===== src/rtl/lock_sequencer.sv =====
// Canal-lock sequencer: serves boat arrivals at either gate, moves the chamber level
// and publishes the active phase with its countdown for the 7-segment display.
//
// state | meaning
// IDLE  | no boat in service, arrivals sampled
// PREP  | bring chamber level to the boat side (dir=0 drain, dir=1 fill)
// ENTER | gate open, boat enters (waiting)
// MOVE  | carry boat to the other level (dir=0 fill, dir=1 drain)
// EXIT  | gate open, boat leaves (waiting)
module lock_sequencer #(
    parameter int TICK_DIV   = 50_000_000,
    parameter int WAIT_SECS  = 5,
    parameter int FILL_SECS  = 8,
    parameter int DRAIN_SECS = 8
) (
    input  logic       clk,
    input  logic       reset,
    input  logic       arrive_low,
    input  logic       arrive_high,
    output logic       draining,
    output logic       filling,
    output logic       waiting,
    output logic [3:0] drainVal,
    output logic [3:0] fillVal,
    output logic [3:0] waitVal,
    output logic       level_high,
    output logic       busy
);

    localparam int TW = $clog2(TICK_DIV);
    localparam logic [TW-1:0] TICK_LAST = TW'(TICK_DIV - 1);

    typedef enum logic [2:0] {IDLE, PREP, ENTER, MOVE, EXIT} state_t;

    state_t        state_q, state_d;
    logic          dir_q, dir_d;
    logic          lvl_d;
    logic [TW-1:0] tick_q, tick_d;
    logic [3:0]    val_q, val_d;
    logic          load;
    logic          drn_d, fil_d, wt_d;

    always_comb begin
        state_d = state_q;
        dir_d   = dir_q;
        lvl_d   = level_high;
        tick_d  = '0;
        val_d   = val_q;
        load    = 1'b0;
        case (state_q)
            IDLE: begin
                val_d = '0;
                if (arrive_low || arrive_high) begin
                    // Simultaneous arrivals favour the gate whose level already matches.
                    dir_d   = (arrive_low && arrive_high) ? level_high : arrive_high;
                    state_d = (dir_d == level_high) ? ENTER : PREP;
                    load    = 1'b1;
                end
            end
            default: begin
                tick_d = (tick_q == TICK_LAST) ? '0 : tick_q + 1'b1;
                if (tick_q == TICK_LAST) begin
                    if (val_q != 4'd0) begin
                        val_d = val_q - 4'd1;
                    end else begin
                        load = 1'b1;
                        if (filling)  lvl_d = 1'b1;
                        if (draining) lvl_d = 1'b0;
                        case (state_q)
                            PREP:    state_d = ENTER;
                            ENTER:   state_d = MOVE;
                            MOVE:    state_d = EXIT;
                            default: state_d = IDLE;
                        endcase
                    end
                end
            end
        endcase

        wt_d  = (state_d == ENTER) || (state_d == EXIT);
        fil_d = ((state_d == PREP) && dir_d) || ((state_d == MOVE) && !dir_d);
        drn_d = ((state_d == PREP) && !dir_d) || ((state_d == MOVE) && dir_d);

        if (load) begin
            if (wt_d)       val_d = 4'(WAIT_SECS);
            else if (fil_d) val_d = 4'(FILL_SECS);
            else if (drn_d) val_d = 4'(DRAIN_SECS);
            else            val_d = '0;
        end
    end

    always_ff @(posedge clk) begin
        if (reset) begin
            state_q    <= IDLE;
            dir_q      <= 1'b0;
            tick_q     <= '0;
            val_q      <= '0;
            level_high <= 1'b0;
            busy       <= 1'b0;
            draining   <= 1'b0;
            filling    <= 1'b0;
            waiting    <= 1'b0;
            drainVal   <= '0;
            fillVal    <= '0;
            waitVal    <= '0;
        end else begin
            state_q    <= state_d;
            dir_q      <= dir_d;
            tick_q     <= tick_d;
            val_q      <= val_d;
            level_high <= lvl_d;
            busy       <= (state_d != IDLE);
            draining   <= drn_d;
            filling    <= fil_d;
            waiting    <= wt_d;
            drainVal   <= drn_d ? val_d : 4'd0;
            fillVal    <= fil_d ? val_d : 4'd0;
            waitVal    <= wt_d  ? val_d : 4'd0;
        end
    end

endmodule

===== config.mk =====
export PLATFORM = sky130hd
export DESIGN_NAME = lock_sequencer
export DESIGN_NICKNAME = d
export VERILOG_FILES = /design/src/rtl/lock_sequencer.sv
export SDC_FILE = /design/constraint.sdc
export NUM_CORES = 1
export LEC_CHECK = 0
export CORE_MARGIN = 2
export CORE_UTILIZATION = 55
export DETAILED_ROUTE_END_ITERATION = 8
export PLACE_DENSITY = 0.77
export SYNTH_ARGS = -nofsm -noshare
export SYNTH_HDL_FRONTEND = slang
export SYNTH_SLANG_ARGS = --single-unit

===== constraint.sdc =====
create_clock -name clk -period 3.2 [get_ports clk]
set_clock_uncertainty 0.2 [all_clocks]
set_input_delay 0.64 -clock clk [delete_from_list [all_inputs] [get_ports clk]]
set_output_delay 0.64 -clock clk [all_outputs]
set_load 0.01 [all_outputs]

==> results.cfg, run 1 <==
[grt]
grt_pass1_vias = 1723
grt_antenna_before_repair = 0
grt_pass1_wl_um = 7680
grt_max_degree = 26
grtUsageTotal_pct = 21.9
overflow = 0

[timing]
rsz0062_at_grt = no
max_slew.worst_pin.slew_ns = 0.739
finalSetupTns_ns = 0
period_share_pct = 86.6
post-route-min-period_ns = 2.77
hold_ws_ns = 0.248
slew_headroom_pct = 50.2
maxSlewViolCount = 0
hold_violations = 0
setup_viol = 0
fmax_mhz = 361
finalWorstSetupSlack_ns = 0.428

[floorplanning]
row_count = 23
die_width_um = 68.2
io_pins = 21
dieHeight_um = 68.2
core_area_sq_um = 3970
dieArea_sq_um = 4650
initial_core_util_pct = 57.1

[synthesis]
ys_seq_area_share_pct = 45.0
synth_fp_nets = 269
synth_area_sq_um = 2270
ys_types = 47
avgSynthCellArea_sq_um = 8.65
yosys_warnings = 0
syn_inst = 262
synth-seq-cells = 51

[final_layout]
drive_above_1_share_pct = 6.99
layout_commonest_cell = nor2_1
fin_nets = 292
final_cell_mix = nor2_1, dfxtp_1, clkdlybuf4s50_1
stdcell_area_sq_um = 2640
antenna_cells = 0
area_delta_synth_final_pct = 16.4
nFillCells = 333
fin_util_pct = 66.4

[power_and_ir_drop]
switching_share_pct = 23.3
p_clk_share_pct = 36.3
p_switching_uw = 292
ir_worst_vdd_uv = 364
power_frac_comb_pct = 10.6
pwr-share-seq_pct = 53.1
p_leak_uw = 0.000911
pwr_density_cell_nw_per_um2 = 475
power.internal_uw = 962

[clock_network]
cts_max_level = 2
clkSlewWorstSetupHoldPaths_ns = 0.09
cts_tree = yes
hold_buffers = 0
numClockSinks = 51
cts_setup_buffers = 0
clockBufferDepth = 2
ctsRootBufferMaster = clkbuf_8
clk_latency_ns = 0.30
cts_resized = 0
cts_buffers = 5

[route]
finalWirelength_um = 4450
vias = 1856
drt_pre_antenna_iters = 4
drc = 0
drt_iter0_markers = 144
wire_per_inst_um = 13.2
drtAntennaViolNets = 0
viasPerCell = 5.52

[critical_path]
worst_ep_arrival_time_ns = 2.75
required_ns = 3.18
start_kind = register
worstPathMaxFanout = 7
critPathKind = reg2reg
end_kind = register

[run_status]
status = finished clean

[placed_design]
hpwl_um = 3210
place_congestion = 0.908
io_buffer_count = 20
pre_cts_ws_ns = 0.246
post_dp_cell_area_sq_um = 2520

[job]
max_cap_viol_count = 0

[min_path]
min_path_type = reg2reg
[through the flow]
stage	total power, uW	std cells
final	1250	336
after global routing	1300	336
after CTS	1260	336
after detailed placement	812	328
after global placement	811	328
after floorplan	760	262
[final cells by class]
class	instances	area [sq um]	share of cell area, %
well taps	50	62.6	2.37
multi-input cells	196	1180	44.8
clock inverters	2	35.0	1.33
repair buffers	24	230	8.72
inverters	7	26.3	0.996
flip-flops and latches	51	1020	38.7
clock buffers	6	82.6	3.13
[synthesized netlist by cell type (all sizes together)]
master    n  area (sq um)
a21o      1          7.51
a31o      1          8.76
clkbuf    5          18.8
ha        3          37.5
nor3      5          25.0
xor2     13           114
o211a     1          10.0
o211ai    2          15.0
mux2i     1          10.0
inv       7          26.3
nor2     55           206
a21boi    2          15.0
a21bo     1          10.0
nor4b     1          8.76
dfxtp    51          1020
and4b     1          10.0
nor2b     1          6.26
nor3b     1          7.51
a21oi     9          45.0
buf       3          20.0
a311oi    1          8.76
mux2      1          11.3
and3      5          31.3
nand2    18          67.6
nand4     7          43.8
nand2b    3          18.8
nand4bb   1          11.3
or3b      1          8.76
o21ai    10          50.1
a211oi    3          35.0
nor4      3          33.8
and4      6          53.8
nand3    17          85.1
xnor2    13           114
or4       2          18.8
nand4b    2          17.5
and2      1          7.51
or3       1          6.26
a31oi     1          6.26
nand3b    2          15.0
[metal layers]
metal  global-route usage, %  up-vias  share of wire, %
li1                        -      949                 -
met1                    31.1      866                51
met2                    33.4       37                45
met3                    4.44        4               3.7
met4                    6.75        0              0.65
met5                       0        -                 0
[final timing paths]
kind / cells after the start / from / endpoint / slack, ns
setup / recovery: 8 / val_q[0]$_SDFF_PP0_ / fillVal[1]$_SDFF_PP0_ / 0.43
hold / removal: 1 / draining$_SDFF_PP0_ / level_high$_SDFFE_PP0P_ / 0.25
setup reg to reg: 8 / val_q[0]$_SDFF_PP0_ / fillVal[1]$_SDFF_PP0_ / 0.43
hold reg to reg: 1 / draining$_SDFF_PP0_ / level_high$_SDFFE_PP0P_ / 0.25
[flip-flops by register name, indices dropped and copies added, names as in the netlist]
name and cells:
busy 1, dir_q 1, drainVal 4, draining 1, fillVal 4, filling 1
level_high 1, state_q 3, tick_q 26, val_q 4, waitVal 4, waiting 1
[worst max-delay path, cell delays in order (launching register included)]
cell     delay (ns)
dfxtp_1        0.33
inv_1          0.10
ha_1           0.14
nor3b_1        0.62
and4_1         0.36
nand2_1        0.13
o211a_1        0.27
xnor2_1        0.40
nor2_1         0.10
[power by group through the flow]
stage / clock network, uW / logic [uW] / registers [uW]
after floorplan: 0 / 78.9 / 681
after global placement: 0 / 130 / 681
after detailed placement: 0 / 131 / 681
after CTS: 463 / 132 / 666
after global routing: 486 / 150 / 668
final: 456 / 132 / 666
[kinds of logic after synthesis]
kind of cell    after synthesis  synth area share, %
compound gates               32                 9.33
fa+ha+maj                     3                 1.66
simple gates                133                 30.1
mux                           2                0.938
xor+xnor                     26                 10.0
flops                        51                 45.0
buf+inv                      15                 2.87
Note: power is estimated with default switching activity, not from simulation.
==> inputs of run 2 (changes only) <==
CTS_CLUSTER_SIZE = 24   (was unset)
SLEW_MARGIN = 40   (was unset)
==> results of run 2 <==
Final layout, timing and power as in run 1 (identical DEF).
==> RTL edit: new RTL, settings of run 2 <==
Change the parameter `TICK_DIV` from 50_000_000 to 100_000_000.
--- a/src/rtl/lock_sequencer.sv
+++ b/src/rtl/lock_sequencer.sv
@@ -10,3 +10,3 @@
 module lock_sequencer #(
-    parameter int TICK_DIV   = 50_000_000,
+    parameter int TICK_DIV   = 100_000_000,
     parameter int WAIT_SECS  = 5,
Formal check against the unedited RTL: same outputs for any inputs over 10 cycles, from zero or initial values and one cycle with reset high; that may be too few to reach the edited logic, so the function may still have changed.
==> RTL edit against run 2 <==
Final area rose by 0.43%. Setup slack improved by 0.11 ns. Critical path depth fell by 1. Synthesized area rose by 0.39%. Wire length fell by 3.5%. Sequential cell count rose by 1. Core utilization fell by 0.20 points. Total power rose by 1.6%.
==> RTL edit: results (changes against run 2) <==
Status
  – Outcome: finished, final reports clean

Setup path
  – Flop-to-flop setup slack: 0.53 ns (+0.11 ns)
  – Critical path fanouts, max: 8 (+1)
  – Startpoint of the most critical register-to-register path: tick_q[0]$_SDFF_PP0_
  – Kind of cell with the highest combined delay on the critical path: simple AND/OR/NAND/NOR gates
  – Cell with the biggest individual delay on the critical path: sky130_fd_sc_hd__or4_4
  – R2r worst-path depth: 7 (-1)
  – Highest cell delay on the worst timing path: 0.60 ns (-0.02 ns)
  – Critical path startpoint category: flip-flop
  – Data arrival time of the worst path: 2.64 ns (-0.11 ns)

Cells and area
  – Fraction of layout instances using a drive strength above 1: 6.67% (-0.33 points)
  – Largest register FFs: 27 (+3.8%)
  – Fill count: 366 (+9.9%)
  – Count of nets after finishing: 291 (-0.34%)
  – Finished layout cell area: 2650 µm² (+0.43%)

CTS
  – Hold buffer count at CTS: 0 (unchanged)
  – Root Driver: sky130_fd_sc_hd__clkbuf_8
  – Skew-Pair Late Insertion Delay: slightly above 0.3 ns
  – Cts bufs inserted: 5 (unchanged)
  – Post-CTS setup buffer count: 0 (unchanged)
  – Clock transition at path regs: 0.09 ns (about the same)

Power and ir drop
  – Leakage power summed over all cells: 0.922 nW (+1.2%)
  – IR Drop Worst-Case VDD: 344 µV (-5.6%)

Global routing
  – Maximum number of pins on one net before global-route repair: 27 (+3.8%)
  – Antenna violations before repair: 0 (unchanged)
  – Via count of the first global-routing pass: 1666 (-3.3%)
  – Total global-route track usage: 20.6% (-1.3 points)
  – First-pass GRT wire length: 7110 µm (-7.4%)

Logic synthesis
  – Net count of the mapped netlist: 266 (-1.1%)
  – Number of different library cells in the post-synthesis netlist: 45 (-4.3%)
  – Number of standard cells after synthesis: 259 (-1.1%)
  – Top cells by area, synth: sky130_fd_sc_hd__dfxtp_1 (46%), sky130_fd_sc_hd__nor2_1 (6.8%), sky130_fd_sc_hd__xnor2_1 (4.2%)
  – Synthesis Warnings: 0 (unchanged)
  – Most common library cells after synthesis: sky130_fd_sc_hd__dfxtp_1 (52), sky130_fd_sc_hd__nor2_1 (41), sky130_fd_sc_hd__a21oi_1 (19), sky130_fd_sc_hd__nand2_1 (19), sky130_fd_sc_hd__nor3_1 (15)
  – Sequential element share of the synthesized area: 45.7% (+0.71 points)

Hold path
  – Number of instances on the worst hold path: 1 (unchanged)
  – Endpoint of the worst hold-timing path: level_high$_SDFFE_PP0P_

Flow run
  – Max-cap viol count: 0 (unchanged)

Drt
  – Count of vias placed by the detailed router: 1865 (+0.48%)
  – Vias/cell: 5.57 (+0.78%)
  – Aggregate routed wire length: 4290 µm (-3.5%)
  – Initial drt markers: 96 (-33%)

Placement
  – Post-DP Area: 2540 µm² (+0.69%)
  – Half-perimeter wire length after detailed placement: 3070 µm (-4.4%)
  – Pre-CTS setup slack: 0.240 ns (-0.00585 ns)
  – Weighted congestion at the end of routability-driven global placement: 0.807 (-11%)
  – Total instance count after detailed placement: 327 (-0.30%)

STA
  – Worst slew pin tran: 0.624 ns (-0.115 ns)
  – Final Hold Slack: 0.238 ns (-0.00986 ns)
[RTL edit: cell count changes in the layout (fill, tap and decap cells not counted), moves of 4 or more]
cell	run 2	this run
sky130_fd_sc_hd__or3_1	1	7
sky130_fd_sc_hd__xor2_1	13	9
sky130_fd_sc_hd__a21oi_1	9	19
sky130_fd_sc_hd__nand3_1	17	7
sky130_fd_sc_hd__nor3_1	5	15
sky130_fd_sc_hd__nor2_1	55	41
[RTL edit: worst reg2reg max path: stages, from the launching register on]
cell and delay, ns:
sky130_fd_sc_hd__dfxtp_1 0.36, sky130_fd_sc_hd__ha_1 0.23, sky130_fd_sc_hd__nand3_1 0.14, sky130_fd_sc_hd__or4_4 0.60, sky130_fd_sc_hd__o41ai_4 0.39, sky130_fd_sc_hd__o211ai_4 0.16, sky130_fd_sc_hd__xor2_1 0.37, sky130_fd_sc_hd__nor3_1 0.09
[RTL edit: layout make-up]
class / count / share of cell area (%)
clock buffers: 5 / 2.60
clock inverters: 3 / 1.61
inverters: 9 / 1.27
multi-input cells: 192 / 44.2
flip-flops and latches: 52 / 39.3
well taps: 50 / 2.36
repair buffers: 24 / 8.69
[RTL edit: how the worst max path moves through the flow]
stage                             end  slack [ns]  cells after the start
2_1_floorplan   fillVal[0]$_SDFF_PP0_        0.67                      8
3_5_place_dp    fillVal[3]$_SDFF_PP0_        0.24                      7
4_1_cts         fillVal[1]$_SDFF_PP0_        0.50                      7
6_report        fillVal[1]$_SDFF_PP0_        0.53                      7
5_1_grt        drainVal[1]$_SDFF_PP0_        0.23                      7
3_3_place_gp    fillVal[3]$_SDFF_PP0_        0.33                      7
[RTL edit: per-layer routing]
| metal | vias up | part of all wire [%] | wire length (µm) | track usage (%) |
|---|---|---|---|---|
| li1 | 964 | - | - | - |
| met1 | 857 | 45 | 1950 | 23.4 |
| met2 | 38 | 49 | 2110 | 35.9 |
| met3 | 6 | 3.6 | 155 | 5.76 |
| met4 | 0 | 1.7 | 72 | 9.00 |
| met5 | - | 0 | 0 | 0 |
[RTL edit: cell families (layout without fill, tap and decap cells)]
family / after synthesis / count (layout) / synth area share [%]
and+or+nand+nor: 122 / 122 / 27.8
DFF: 52 / 52 / 45.7
adders and majority gates: 3 / 3 / 1.65
buffers and inverters: 15 / 41 / 2.80
AOI/OAI and AO/OA: 46 / 46 / 13.6
xor gates and xnor gates: 21 / 21 / 8.41
[RTL edit: report_power, final]
group / total (mW) / switching (mW) / internal [mW]
registers: 0.679 / 0.0139 / 0.665
clock network: 0.449 / 0.218 / 0.231
logic: 0.146 / 0.0831 / 0.0632
